File: src/rtl/fsm_pkg.sv
// fsm_pkg: shared state encoding and default datapath width for mul_shift_add.
package fsm_pkg;
  localparam int DEF_W = 64;
  localparam int DEF_CW = 7;
  typedef enum logic [1:0] {
    ST_IDLE = 2'b00,
    ST_EXEC = 2'b01,
    ST_DONE = 2'b10
  } state_t;
endpackage

File: src/rtl/mul_shift_add_if.sv
// mul_shift_add_if: controller-to-multiplier command/result bundle.
interface mul_shift_add_if
  import fsm_pkg::*;
#(
  parameter int W = DEF_W
);
  logic           op_start;
  logic           op_clear;
  logic [W-1:0]   multiplicand;
  logic [W-1:0]   multiplier;
  logic [2*W-1:0] result;
  logic           op_done;
  logic           busy;
  modport master (
    output op_start, op_clear, multiplicand, multiplier,
    input  result, op_done, busy
  );
  modport slave (
    input  op_start, op_clear, multiplicand, multiplier,
    output result, op_done, busy
  );
endinterface

File: src/rtl/cla_w.sv
// cla_w: W-bit adder built from 4-bit carry-lookahead groups chained by group carry.
module cla_w #(
  parameter int W = 64
) (
  input  logic [W-1:0] a,
  input  logic [W-1:0] b,
  input  logic         ci,
  output logic [W-1:0] s,
  output logic         co
);
  for (genvar i = 0; i < W/4; i++) begin : grp
    logic [3:0] g, p;
    logic [4:0] c;
    assign g = a[4*i +: 4] & b[4*i +: 4];
    assign p = a[4*i +: 4] ^ b[4*i +: 4];
    if (i == 0) begin : first
      assign c[0] = ci;
    end else begin : chain
      assign c[0] = grp[i-1].c[4];
    end
    assign c[1] = g[0] | (p[0] & c[0]);
    assign c[2] = g[1] | (p[1] & g[0]) | (p[1] & p[0] & c[0]);
    assign c[3] = g[2] | (p[2] & g[1]) | (p[2] & p[1] & g[0]) | (p[2] & p[1] & p[0] & c[0]);
    assign c[4] = g[3] | (p[3] & g[2]) | (p[3] & p[2] & g[1]) | (p[3] & p[2] & p[1] & g[0])
                | (&p & c[0]);
    assign s[4*i +: 4] = p ^ c[3:0];
  end
  assign co = grp[W/4-1].c[4];
endmodule

File: src/rtl/mul_shift_add.sv
// mul_shift_add: W-cycle unsigned shift-and-add multiplier reusing one cla_w per iteration.
module mul_shift_add
  import fsm_pkg::*;
#(
  parameter int W  = DEF_W,
  parameter int CW = DEF_CW
) (
  input  logic               clk,
  input  logic               reset_n,
  mul_shift_add_if.slave     bus
);
  state_t         state, state_n;
  logic [CW-1:0]  cnt, cnt_n;
  logic [W-1:0]   a_reg, a_n;
  logic [2*W-1:0] res, res_n;
  logic [W-1:0]   sum;
  logic           co;
  // Adding zero when the low bit is clear lets the single adder cover both cases.
  cla_w #(.W(W)) u_cla (
    .a  (res[2*W-1:W]),
    .b  (res[0] ? a_reg : '0),
    .ci (1'b0),
    .s  (sum),
    .co (co)
  );
  always_comb begin
    state_n = state;
    cnt_n   = cnt;
    a_n     = a_reg;
    res_n   = res;
    if (bus.op_clear) begin
      state_n = ST_IDLE;
      cnt_n   = '0;
      res_n   = '0;
    end else if (state == ST_EXEC) begin
      res_n   = {co, sum, res[W-1:1]};
      cnt_n   = cnt + CW'(1);
      state_n = (cnt == CW'(W-1)) ? ST_DONE : ST_EXEC;
    end else if (bus.op_start) begin
      a_n     = bus.multiplicand;
      res_n   = {{W{1'b0}}, bus.multiplier};
      cnt_n   = '0;
      state_n = ST_EXEC;
    end
  end
  always_ff @(posedge clk) begin
    if (!reset_n) begin
      state <= ST_IDLE;
      cnt   <= '0;
      a_reg <= '0;
      res   <= '0;
    end else begin
      state <= state_n;
      cnt   <= cnt_n;
      a_reg <= a_n;
      res   <= res_n;
    end
  end
  assign bus.result  = res;
  assign bus.op_done = (state == ST_DONE);
  assign bus.busy    = (state == ST_EXEC);
endmodule

File: src/flat_wrapper.sv
// flat-port wrapper written by rule: the top's interface ports become plain ports
module mul_shift_add_flat import fsm_pkg::*;
#(
  parameter int W  = DEF_W,
  parameter int CW = DEF_CW
)
  (clk, reset_n, bus_op_start, bus_op_clear, bus_multiplicand, bus_multiplier, bus_result, bus_op_done, bus_busy);
  mul_shift_add_if #(.W(W)) bus_i ();
  input  logic clk;
  input  logic reset_n;
  input wire logic [$bits(bus_i.op_start)-1:0] bus_op_start;
  input wire logic [$bits(bus_i.op_clear)-1:0] bus_op_clear;
  input wire logic [$bits(bus_i.multiplicand)-1:0] bus_multiplicand;
  input wire logic [$bits(bus_i.multiplier)-1:0] bus_multiplier;
  output wire logic [$bits(bus_i.result)-1:0] bus_result;
  output wire logic [$bits(bus_i.op_done)-1:0] bus_op_done;
  output wire logic [$bits(bus_i.busy)-1:0] bus_busy;
  assign bus_i.op_start = bus_op_start;
  assign bus_i.op_clear = bus_op_clear;
  assign bus_i.multiplicand = bus_multiplicand;
  assign bus_i.multiplier = bus_multiplier;
  assign bus_result = bus_i.result;
  assign bus_op_done = bus_i.op_done;
  assign bus_busy = bus_i.busy;
  mul_shift_add #(.W(W), .CW(CW)) u_core (.clk(clk), .reset_n(reset_n), .bus(bus_i));
endmodule
File: config.mk
export PLATFORM = sky130hd
export DESIGN_NAME = mul_shift_add_flat
export DESIGN_NICKNAME = d
export VERILOG_FILES = /design/src/rtl/fsm_pkg.sv /design/src/rtl/mul_shift_add_if.sv /design/src/rtl/cla_w.sv /design/src/rtl/mul_shift_add.sv /design/src/flat_wrapper.sv
export SDC_FILE = /design/constraint.sdc
export NUM_CORES = 1
export LEC_CHECK = 0
export ABC_AREA = 1
export BUFFER_PORTS_ARGS = -buffer_cell sky130_fd_sc_hd__buf_2
export CORE_UTILIZATION = 30
export CTS_BUF_LIST = sky130_fd_sc_hd__clkbuf_8
export DETAILED_ROUTE_END_ITERATION = 10
export GPL_TIMING_DRIVEN = 0
export HOLD_SLACK_MARGIN = 0.06
export PLACE_DENSITY = 0.56
export SYNTH_ARGS = -nofsm -noshare
export SYNTH_HDL_FRONTEND = slang
export SYNTH_HIERARCHICAL = 1
export SYNTH_SLANG_ARGS = --single-unit
File: constraint.sdc
create_clock -name clk -period 11.82 [get_ports clk]
set_input_delay 2.364 -clock clk [delete_from_list [all_inputs] [get_ports clk]]
set_output_delay 2.364 -clock clk [all_outputs]
set_load 0.1 [all_outputs]
==> impl_metrics.py, run 1 <==
metrics = {
    "finish": {
        "final_common_cell": "nand2_1",
        "fill_cells": 4099,
        "nNetsFinal": 2229,
        "final-instance-count-excl-fill": 2559,
        "synthToLayoutAreaGrowth_pct": 24.0,
        "final_util_pct": 37.8,
        "mostFrequentLayoutCells": "nand2_1, buf_2, inv_1, dfxtp_1, nor2_1",
        "drive_above_1_share_pct": 20.2,
        "largest_reg_flops": 128,
    },
    "clock_tree": {
        "htreeDepth": 2,
        "hold_buffers": 0,
        "clk_pin_slew_ns": 0.07,
        "cts_tree": "done",
        "cts_setup_buffers": 0,
        "numClockSinks": 201,
        "clock_latency_ns": 0.60,
        "postCtsResizedCells": 0,
        "cts_buffers": 41,
        "cts_root_buffer": "clkbuf_8",
        "max-clock-path-buffers": 3,
    },
    "setup_path": {
        "required_ns": 12.35,
        "timing.rr.end": "u_core/bus.result[124]$_SDFFE_PP0P_",
        "cp_max_fo": 10,
        "cpMostUsedCell": "nand2_4",
        "worst-setup-path-type": "flop to flop",
        "endpoint_kind": "flop",
        "regToRegStartpoint": "u_core/bus.result[0]$_SDFFE_PP0P_",
        "start_kind": "flop",
        "slowest_stage": "clkbuf_1",
        "crit_end": "u_core/bus.result[124]$_SDFFE_PP0P_",
        "worstRegToRegCells": 37,
        "startpoint": "u_core/bus.result[0]$_SDFFE_PP0P_",
        "slowest_delay_ns": 0.61,
        "worstPathArrival_ns": 5.32,
        "reg2reg_slack_ns": 7.03,
    },
    "routing": {
        "dr.pass1.iters": 5,
        "drc": 0,
        "drtIter0Drc": 487,
        "post_drt_via_cell_ratio": 4.36,
        "wire_per_inst_microns": 13.5,
        "ant_nets": 0,
        "routed-via-count": 11161,
        "routed_wl_mm": 34.4,
    },
    "placed_design": {
        "port_buffers": 260,
        "gp_congestion": 0.890,
        "dpl.hpwl_mm": 26.0,
        "placed_cells": 2484,
    },
    "pwr": {
        "powerDensity_mw_per_mm2": 116,
        "switching_share_pct": 29.8,
        "irDropWorstVdd_mv": 0.0616,
        "p_leak_nw": 8.38,
        "p_switching_uw": 495,
        "power_frac_seq_pct": 43.0,
        "p_int_mw": 1.17,
        "clockPowerShare_pct": 44.3,
        "pwr-share-comb_pct": 12.7,
    },
    "grt": {
        "antenna_found_initial": 5,
        "grt_pass1_vias": 10301,
        "grt_usage_pct": 17.6,
        "grt_overflow_total": 0,
        "grt_max_degree": 12,
        "grt_pass1_wl_mm": 54.2,
    },
    "sta": {
        "drv_slew": 0,
        "fmax_ghz": 0.209,
        "max_slew_margin_pct": 48.1,
        "setup_tns_ns": 0,
        "skew_ns": 0.0314,
        "setup_viol": 0,
        "min_period_ns": 4.79,
        "tightest_slew_ns": 0.778,
        "finalHoldViolations": 0,
        "post-route-period-util_pct": 40.5,
        "rsz0062_at_grt": "no",
    },
    "yosys": {
        "synth_edf_count": 0,
        "ys_types": 30,
        "synth_area_sq_mm": 0.0115,
        "syn_area_per_cell_sq_um": 6.73,
        "async_reset_ff_share_pct": 0,
        "synth_seq_cells": 201,
        "ys_seq_area_share_pct": 34.9,
        "ys_warn_count": 6,
        "syn_inst": 1712,
        "synth_ff_type": "dfxtp_1",
    },
    "floorplan": {
        "rows": 71,
        "core_sq_mm": 0.0378,
        "dieArea_sq_mm": 0.0392,
        "dieWidth_microns": 198,
        "num_io_pins": 262,
        "die_h_microns": 198,
        "start_util_pct": 30.5,
    },
    "status": {
        "status": "completed",
    },
    "run": {
        "max_cap_violations": 0,
    },
    "worst_hold_path": {
        "hold_path.class": "flop to flop",
    },
}
-- worst max-delay path, delay by kind of cell (launching register included) --
kind,cells,cell delay (ns)
and+or+nand+nor,28,1.94
xor gates and xnor gates,1,0.15
buffers and inverters,3,1.12
AOI/OAI and AO/OA,3,0.51
DFF,1,0.37
adders and majority gates,2,0.65
-- cell usage after synthesis (9+ instances only) --
library cell,count,area share (%)
o21bai_1,9,0.59
inv_1,226,7.4
dfxtp_1,201,35
nand2_1,585,19
nor2_1,160,5.2
nand3_1,153,6.6
clkbuf_1,32,1.0
buf_4,11,0.72
ha_1,65,7.1
xnor2_1,14,1.1
fa_1,16,2.8
xor2_1,31,2.4
nand2_4,27,2.6
a21oi_1,113,4.9
buf_2,35,1.5
-- worst min path at each step --
stage / from / endpoint / slack [ns] / cells past startpoint
floorplan: u_core/cnt[4]$_SDFFE_PP0P_ / u_core/cnt[4]$_SDFFE_PP0P_ / 0.45 / 2
global route: u_core/bus.result[115]$_SDFFE_PP0P_ / u_core/bus.result[115]$_SDFFE_PP0P_ / 0.50 / 2
global placement: u_core/cnt[4]$_SDFFE_PP0P_ / u_core/cnt[4]$_SDFFE_PP0P_ / 0.46 / 2
detailed placement: u_core/cnt[4]$_SDFFE_PP0P_ / u_core/cnt[4]$_SDFFE_PP0P_ / 0.47 / 2
CTS: u_core/cnt[4]$_SDFFE_PP0P_ / u_core/cnt[4]$_SDFFE_PP0P_ / 0.48 / 2
finish: u_core/cnt[1]$_SDFFE_PP0P_ / u_core/cnt[1]$_SDFFE_PP0P_ / 0.48 / 2
-- per-stage QoR --
stage	hold slack (ns)	total power, mW	cell area (sq um)	setup slack (ns)
final	0.477	1.66	14300	7.03
after global routing	0.503	1.75	14300	6.57
after CTS	0.483	1.70	14300	6.93
after detailed placement	0.474	0.942	13500	6.92
after global placement	0.460	0.940	13500	6.93
after floorplan	0.448	0.873	11500	7.13
-- per-layer routing --
layer  share of wire (%)  track usage, %
met1                  45            22.3
met2                  47            29.1
met3                 5.7            3.59
met4                 2.8            7.38
met5                   0               0
-- kinds of logic (layout without fill, tap and decap cells) --
| group | count (synthesis) | after routing | synth area share [%] |
|---|---|---|---|
| compound gates | 132 | 132 | 6.29 |
| xor+xnor | 45 | 45 | 3.42 |
| fa+ha+maj | 81 | 81 | 9.84 |
| buf+inv | 315 | 645 | 11.1 |
| flops | 201 | 201 | 34.9 |
| other cells | 1 | 7 | 0.0326 |
| simple gates | 937 | 937 | 34.4 |
-- power by group through the flow --
stage                     logic, mW  registers (mW)  clock network (mW)
after floorplan              0.0961           0.777                   0
after global placement        0.212           0.728                   0
after detailed placement      0.213           0.729                   0
after CTS                     0.214           0.714               0.770
after global routing          0.234           0.717               0.800
final                         0.212           0.714               0.737
-- layout make-up --
type	instances	area, sq um	area share [%]
sequential	201	4020	28.2
clock inverter	23	163	1.14
antenna	5	12.5	0.0876
clock buffer	47	647	4.53
tap	511	639	4.48
timing repair buffer	260	1300	9.11
inverter	230	863	6.04
buffer	85	412	2.88
multi-input combinational	1197	6220	43.6
Note: power is estimated with default switching activity, not from simulation.
==> run 2: changes to the inputs <==
- PLACE_DENSITY: 0.56 -> 0.58
- clock period: 11.82 -> 4.4 ns (I/O delays scaled with it)
==> impl_metrics.py, run 2 (synthesized netlist as in run 1, its figures left out) <==
metrics = {
    "finish": {
        "mostFrequentLayoutCells": "nand2_1, buf_2, inv_1, dfxtp_1, nor2_1",
        "final_common_cell": "nand2_1",
        "largest_reg_flops": 128,
        "final_util_pct": 38.0,
        "final-instance-count-excl-fill": 2559,
        "design_area_sq_mm": 0.0143,
        "synthToLayoutAreaGrowth_pct": 24.4,
        "drive_above_1_share_pct": 20.4,
        "nNetsFinal": 2231,
    },
    "grt": {
        "grt_max_degree": 13,
        "grt_pass1_vias": 10432,
        "antenna_found_initial": 4,
        "grt_pass1_wl_mm": 54.6,
        "grt_usage_pct": 17.7,
        "grt_overflow_total": 0,
    },
    "sta": {
        "fmax_ghz": 0.250,
        "drv_slew": 0,
        "setup_tns_ns": 0,
        "setup_viol": 0,
        "min_period_ns": 3.99,
        "setup_ws_ns": 0.405,
        "post-route-period-util_pct": 90.8,
        "tightest_slew_ns": 1.00,
        "finalHoldViolations": 0,
        "skew_ns": 0.0183,
        "rsz0062_at_grt": "no",
        "max_slew_margin_pct": 33.4,
        "hold_slack_ns": 0.482,
    },
    "setup_path": {
        "worstPathArrival_ns": 4.50,
        "worst-setup-path-type": "flop to flop",
        "slowest_stage": "dfxtp_4",
        "start_kind": "flop",
        "cpMostUsedCell": "nand2_4",
        "cp_max_fo": 10,
        "slowest_delay_ns": 0.39,
        "endpoint_kind": "flop",
        "required_ns": 4.91,
    },
    "placed_design": {
        "gp_congestion": 0.875,
        "port_buffers": 260,
        "placed_area_sq_mm": 0.0135,
        "dpl.hpwl_mm": 26.3,
        "dp_worst_setup_slack_ns": -0.610,
        "placed_cells": 2484,
    },
    "status": {
        "status": "completed",
    },
    "run": {
        "max_cap_violations": 0,
    },
    "clock_tree": {
        "cts_root_buffer": "clkbuf_8",
        "max-clock-path-buffers": 3,
        "cts_buffers": 42,
        "cts_tree": "done",
        "numClockSinks": 201,
        "clk_pin_slew_ns": 0.06,
        "htreeDepth": 2,
        "clock_latency_ns": 0.58,
    },
    "pwr": {
        "p_switching_mw": 1.32,
        "p_int_mw": 3.19,
        "power_frac_seq_pct": 42.6,
        "powerDensity_mw_per_mm2": 314,
        "pwr-share-comb_pct": 12.7,
        "p_leak_nw": 8.41,
        "switching_share_pct": 29.2,
        "irDropWorstVdd_mv": 0.174,
        "power_mw": 4.51,
        "clockPowerShare_pct": 44.7,
    },
    "floorplan": {
        "rows": 71,
        "dieWidth_microns": 198,
        "start_util_pct": 30.5,
        "core_sq_mm": 0.0378,
        "dieArea_sq_mm": 0.0392,
        "die_h_microns": 198,
        "num_io_pins": 262,
    },
    "routing": {
        "drc": 0,
        "wire_per_inst_microns": 13.5,
        "dr.pass1.iters": 5,
        "drtIter0Drc": 480,
        "ant_nets": 0,
        "routed_wl_mm": 34.7,
        "post_drt_via_cell_ratio": 4.35,
        "routed-via-count": 11129,
    },
    "worst_hold_path": {
        "hold_path.class": "flop to flop",
    },
}
-- run 2: changes by cell type in the layout (fill, tap and decap cells not counted), sizes merged --
cell | before | now
inv | 241 | 240
clkinv | 9 | 5
buf | 313 | 315
clkbuf | 79 | 85
diode | 5 | 3
bufinv | 2 | 1
-- run 2: area by class of cell --
class                   count  area [sq um]
multi-input cells        1197          6220
fillers                  4088         23400
flip-flops and latches    201          4030
repair buffers            262          1320
plain buffers              84           413
inverters                 230           863
clock inverters            17          98.8
well taps                 511           639
clock buffers              54           743
diodes                      3          7.51
-- run 2: worst paths after layout --
| check | start | to | slack, ns | cells past startpoint |
|---|---|---|---|---|
| hold / removal | u_core/bus.result[101]$_SDFFE_PP0P_ | u_core/bus.result[101]$_SDFFE_PP0P_ | 0.48 | 2 |
| setup / recovery | u_core/bus.result[0]$_SDFFE_PP0P_ | u_core/bus.result[124]$_SDFFE_PP0P_ | 0.41 | 36 |
| hold reg to reg | u_core/bus.result[101]$_SDFFE_PP0P_ | u_core/bus.result[101]$_SDFFE_PP0P_ | 0.48 | 2 |
| setup reg to reg | u_core/bus.result[0]$_SDFFE_PP0P_ | u_core/bus.result[124]$_SDFFE_PP0P_ | 0.41 | 36 |
-- run 2: layer usage --
metal	GRT usage (%)	vias up	wire length (microns)
met2	28.8	244	16000
met4	7.44	2	1000
met1	22.6	4954	15900
met3	3.73	75	1830
met5	0	-	13
li1	-	5854	-
-- run 2: worst max-delay path: cells and delay by family (launching register included) --
family / cells / cell delay [ns]
fa+ha+maj: 2 / 0.65
simple gates: 28 / 1.93
xor+xnor: 1 / 0.17
compound gates: 3 / 0.50
buf+inv: 2 / 0.30
flops: 1 / 0.39
-- run 2: repair_timing --
| item | in CTS | in global routing |
|---|---|---|
| gates resized for setup | 2 | 3 |
| setup endpoints to repair | 19 | 4 |
| setup buffers | 0 | 2 |
| endpoints found under the hold margin | 0 | 0 |
| hold buffers | 0 | 0 |
-- run 2: power groups by stage --
stage          Clock [mW]  Sequential [mW]  Combinational (mW)
2_1_floorplan           0             2.09               0.258
3_3_place_gp            0             1.96               0.569
3_5_place_dp            0             1.96               0.573
4_1_cts              2.11             1.92               0.573
5_1_grt              2.18             1.93               0.628
6_report             2.02             1.92               0.570
==> run 3: changes to the inputs <==
- PLACE_DENSITY: 0.58 -> 0.59
- SYNTH_HIERARCHICAL: 1 -> unset
==> impl_metrics.py, run 3 <==
metrics = {
    "clock_tree": {
        "htreeDepth": 2,
        "hold_buffers": 0,
        "cts_root_buffer": "clkbuf_8",
        "cts_buffers": 40,
        "clock_latency_ns": 0.55,
        "cts_tree": "done",
        "max-clock-path-buffers": 3,
        "clk_pin_slew_ns": 0.05,
        "numClockSinks": 201,
        "cts_setup_buffers": 0,
    },
    "yosys": {
        "syn_inst": 1433,
        "synth_area_leaders": "dfxtp_1, nand2_1, a21oi_1, ha_1, inv_1",
        "async_reset_ff_share_pct": 0,
        "synth_largest_area_cell": "dfxtp_1",
        "synth_ff_type": "dfxtp_1",
        "netlist_top_cells_count": "nand2_1, dfxtp_1, inv_1, a21oi_1, o21ai_0",
        "synth_seq_cells": 201,
        "ys_seq_area_share_pct": 38.4,
        "synthesis.nets": 1646,
        "ys_warn_count": 0,
        "synth.most_common_cell": "nand2_1",
        "syn_area_per_cell_sq_um": 7.31,
        "synth_top_area_share_pct": 38.4,
        "synth_area_sq_mm": 0.0105,
        "synth_edf_count": 0,
        "ys_types": 30,
    },
    "sta": {
        "setup_viol": 0,
        "post-route-period-util_pct": 94.5,
        "fmax_ghz": 0.241,
        "max_slew_margin_pct": 27.9,
        "min_period_ns": 4.16,
        "setup_tns_ns": 0,
        "rsz0062_at_grt": "no",
        "drv_slew": 0,
        "setup_ws_ns": 0.242,
        "tightest_slew_ns": 1.08,
        "finalHoldViolations": 0,
        "skew_ns": 0.0243,
    },
    "status": {
        "status": "completed",
    },
    "grt": {
        "antenna_found_initial": 0,
        "grt_pass1_wl_mm": 52.4,
        "grt_pass1_vias": 9899,
        "grt_usage_pct": 18.8,
        "grt_max_degree": 11,
        "grt_overflow_total": 0,
    },
    "finish": {
        "synthToLayoutAreaGrowth_pct": 26.0,
        "nNetsFinal": 1949,
        "mostFrequentLayoutCells": "nand2_1, buf_2, inv_1, dfxtp_1, a21oi_1",
        "final-instance-count-excl-fill": 2217,
        "n_antenna_cell": 0,
        "final_common_cell": "nand2_1",
        "drive_above_1_share_pct": 20.7,
        "largest_reg_flops": 128,
        "fill_cells": 3719,
    },
    "floorplan": {
        "die_h_microns": 189,
        "dieArea_sq_mm": 0.0357,
        "rows": 68,
        "start_util_pct": 30.4,
        "dieWidth_microns": 189,
        "core_sq_mm": 0.0345,
        "num_io_pins": 262,
    },
    "placed_design": {
        "gp_congestion": 0.858,
        "dpl.hpwl_mm": 25.2,
        "placed_cells": 2149,
        "dp_worst_setup_slack_ns": -0.594,
        "port_buffers": 261,
    },
    "setup_path": {
        "worstPathArrival_ns": 4.62,
        "start_kind": "flop",
        "endpoint_kind": "flop",
        "worst-setup-path-type": "flop to flop",
        "cp_max_fo": 10,
        "cpMostUsedCell": "nand2_4",
        "required_ns": 4.86,
        "slowest_delay_ns": 0.39,
        "slowest_stage": "dfxtp_4",
    },
    "pwr": {
        "powerDensity_mw_per_mm2": 329,
        "p_leak_nw": 6.64,
        "irDropWorstVdd_mv": 0.200,
        "power_mw": 4.34,
    },
    "routing": {
        "routed-via-count": 10414,
        "dr.pass1.iters": 7,
        "drc": 0,
        "post_drt_via_cell_ratio": 4.70,
        "ant_nets": 0,
        "wire_per_inst_microns": 15.5,
        "drtIter0Drc": 461,
        "routed_wl_mm": 34.3,
    },
    "worst_hold_path": {
        "hold_path.class": "flop to flop",
    },
    "run": {
        "max_cap_violations": 0,
    },
}
## run 3: cell count changes after synthesis, sizes merged, moves of 35 or more
| cell | change |
|---|---|
| clkbuf | +35 |
| a31oi | +36 |
| o21ai | +92 |
| nor2 | -74 |
| a21oi | +78 |
| nand3 | -123 |
| buf | -44 |
| nand2 | -274 |
| a221oi | +35 |
## run 3: layout make-up
class / instances / area (sq um) / area share, %
Buffer: 76 / 329 / 2.49
Clock buffer: 46 / 633 / 4.80
Clock inverter: 22 / 148 / 1.12
Inverter: 202 / 758 / 5.75
Multi-Input combinational cell: 954 / 5430 / 41.1
Sequential cell: 201 / 4030 / 30.5
Tap cell: 455 / 569 / 4.31
Timing Repair Buffer: 261 / 1310 / 9.90
## run 3: critical path, delay by kind of cell (launching register included)
kind / cells / cell delay [ns]
buf+inv: 3 / 0.36
simple gates: 24 / 1.71
compound gates: 6 / 0.92
fa+ha+maj: 2 / 0.68
flops: 1 / 0.39
## run 3: worst paths after layout
kind | from | end | slack [ns] | depth (start not counted)
max | u_core.bus.result[0]$_SDFFE_PP0P_ | u_core.bus.result[124]$_SDFFE_PP0P_ | 0.24 | 35
min | u_core.a_reg[47]$_SDFFE_PN0P_ | u_core.a_reg[47]$_SDFFE_PN0P_ | 0.45 | 2
max reg2reg | u_core.bus.result[0]$_SDFFE_PP0P_ | u_core.bus.result[124]$_SDFFE_PP0P_ | 0.24 | 35
min reg2reg | u_core.a_reg[47]$_SDFFE_PN0P_ | u_core.a_reg[47]$_SDFFE_PN0P_ | 0.45 | 2
## run 3: metrics by stage
| step | util (%) | hold WS (ns) | area, sq um |
|---|---|---|---|
| final | 38.3 | 0.446 | 13200 |
| after global routing | 38.3 | 0.464 | 13200 |
| after CTS | 38.1 | 0.445 | 13100 |
| after detailed placement | 35.8 | 0.436 | 12300 |
| after global placement | 35.8 | 0.432 | 12300 |
| after floorplan | - | 0.424 | 10500 |
## run 3: power breakdown
| group | switching (mW) | internal (mW) |
|---|---|---|
| Clock | 0.842 | 1.06 |
| Combinational | 0.379 | 0.132 |
| Sequential | 0.0359 | 1.88 |
| Total | 1.26 | 3.08 |
## run 3: logic make-up after synthesis
logic type / after synthesis / share of synthesized area [%]
AOI/OAI and AO/OA: 373 / 19.8
and+or+nand+nor: 499 / 20.8
buffers and inverters: 278 / 10.0
xor gates and xnor gates: 1 / 0.0836
DFF: 201 / 38.4
adders and majority gates: 81 / 10.8
## run 3: what timing repair did
| item | CTS | global route |
|---|---|---|
| gates resized for setup | 7 | 19 |
| endpoints found under the hold margin | 0 | 0 |
| pin swaps | 0 | 2 |
| setup endpoints to repair | 14 | 3 |
## run 3: routing by layer
metal | GRT usage, % | vias to the layer above | part of all wire (%)
met2 | 30.4 | 297 | 45
li1 | - | 5318 | -
met1 | 24.2 | 4743 | 46
met3 | 4.69 | 56 | 6.4
met5 | 0 | - | 0
met4 | 6.33 | 0 | 2.3
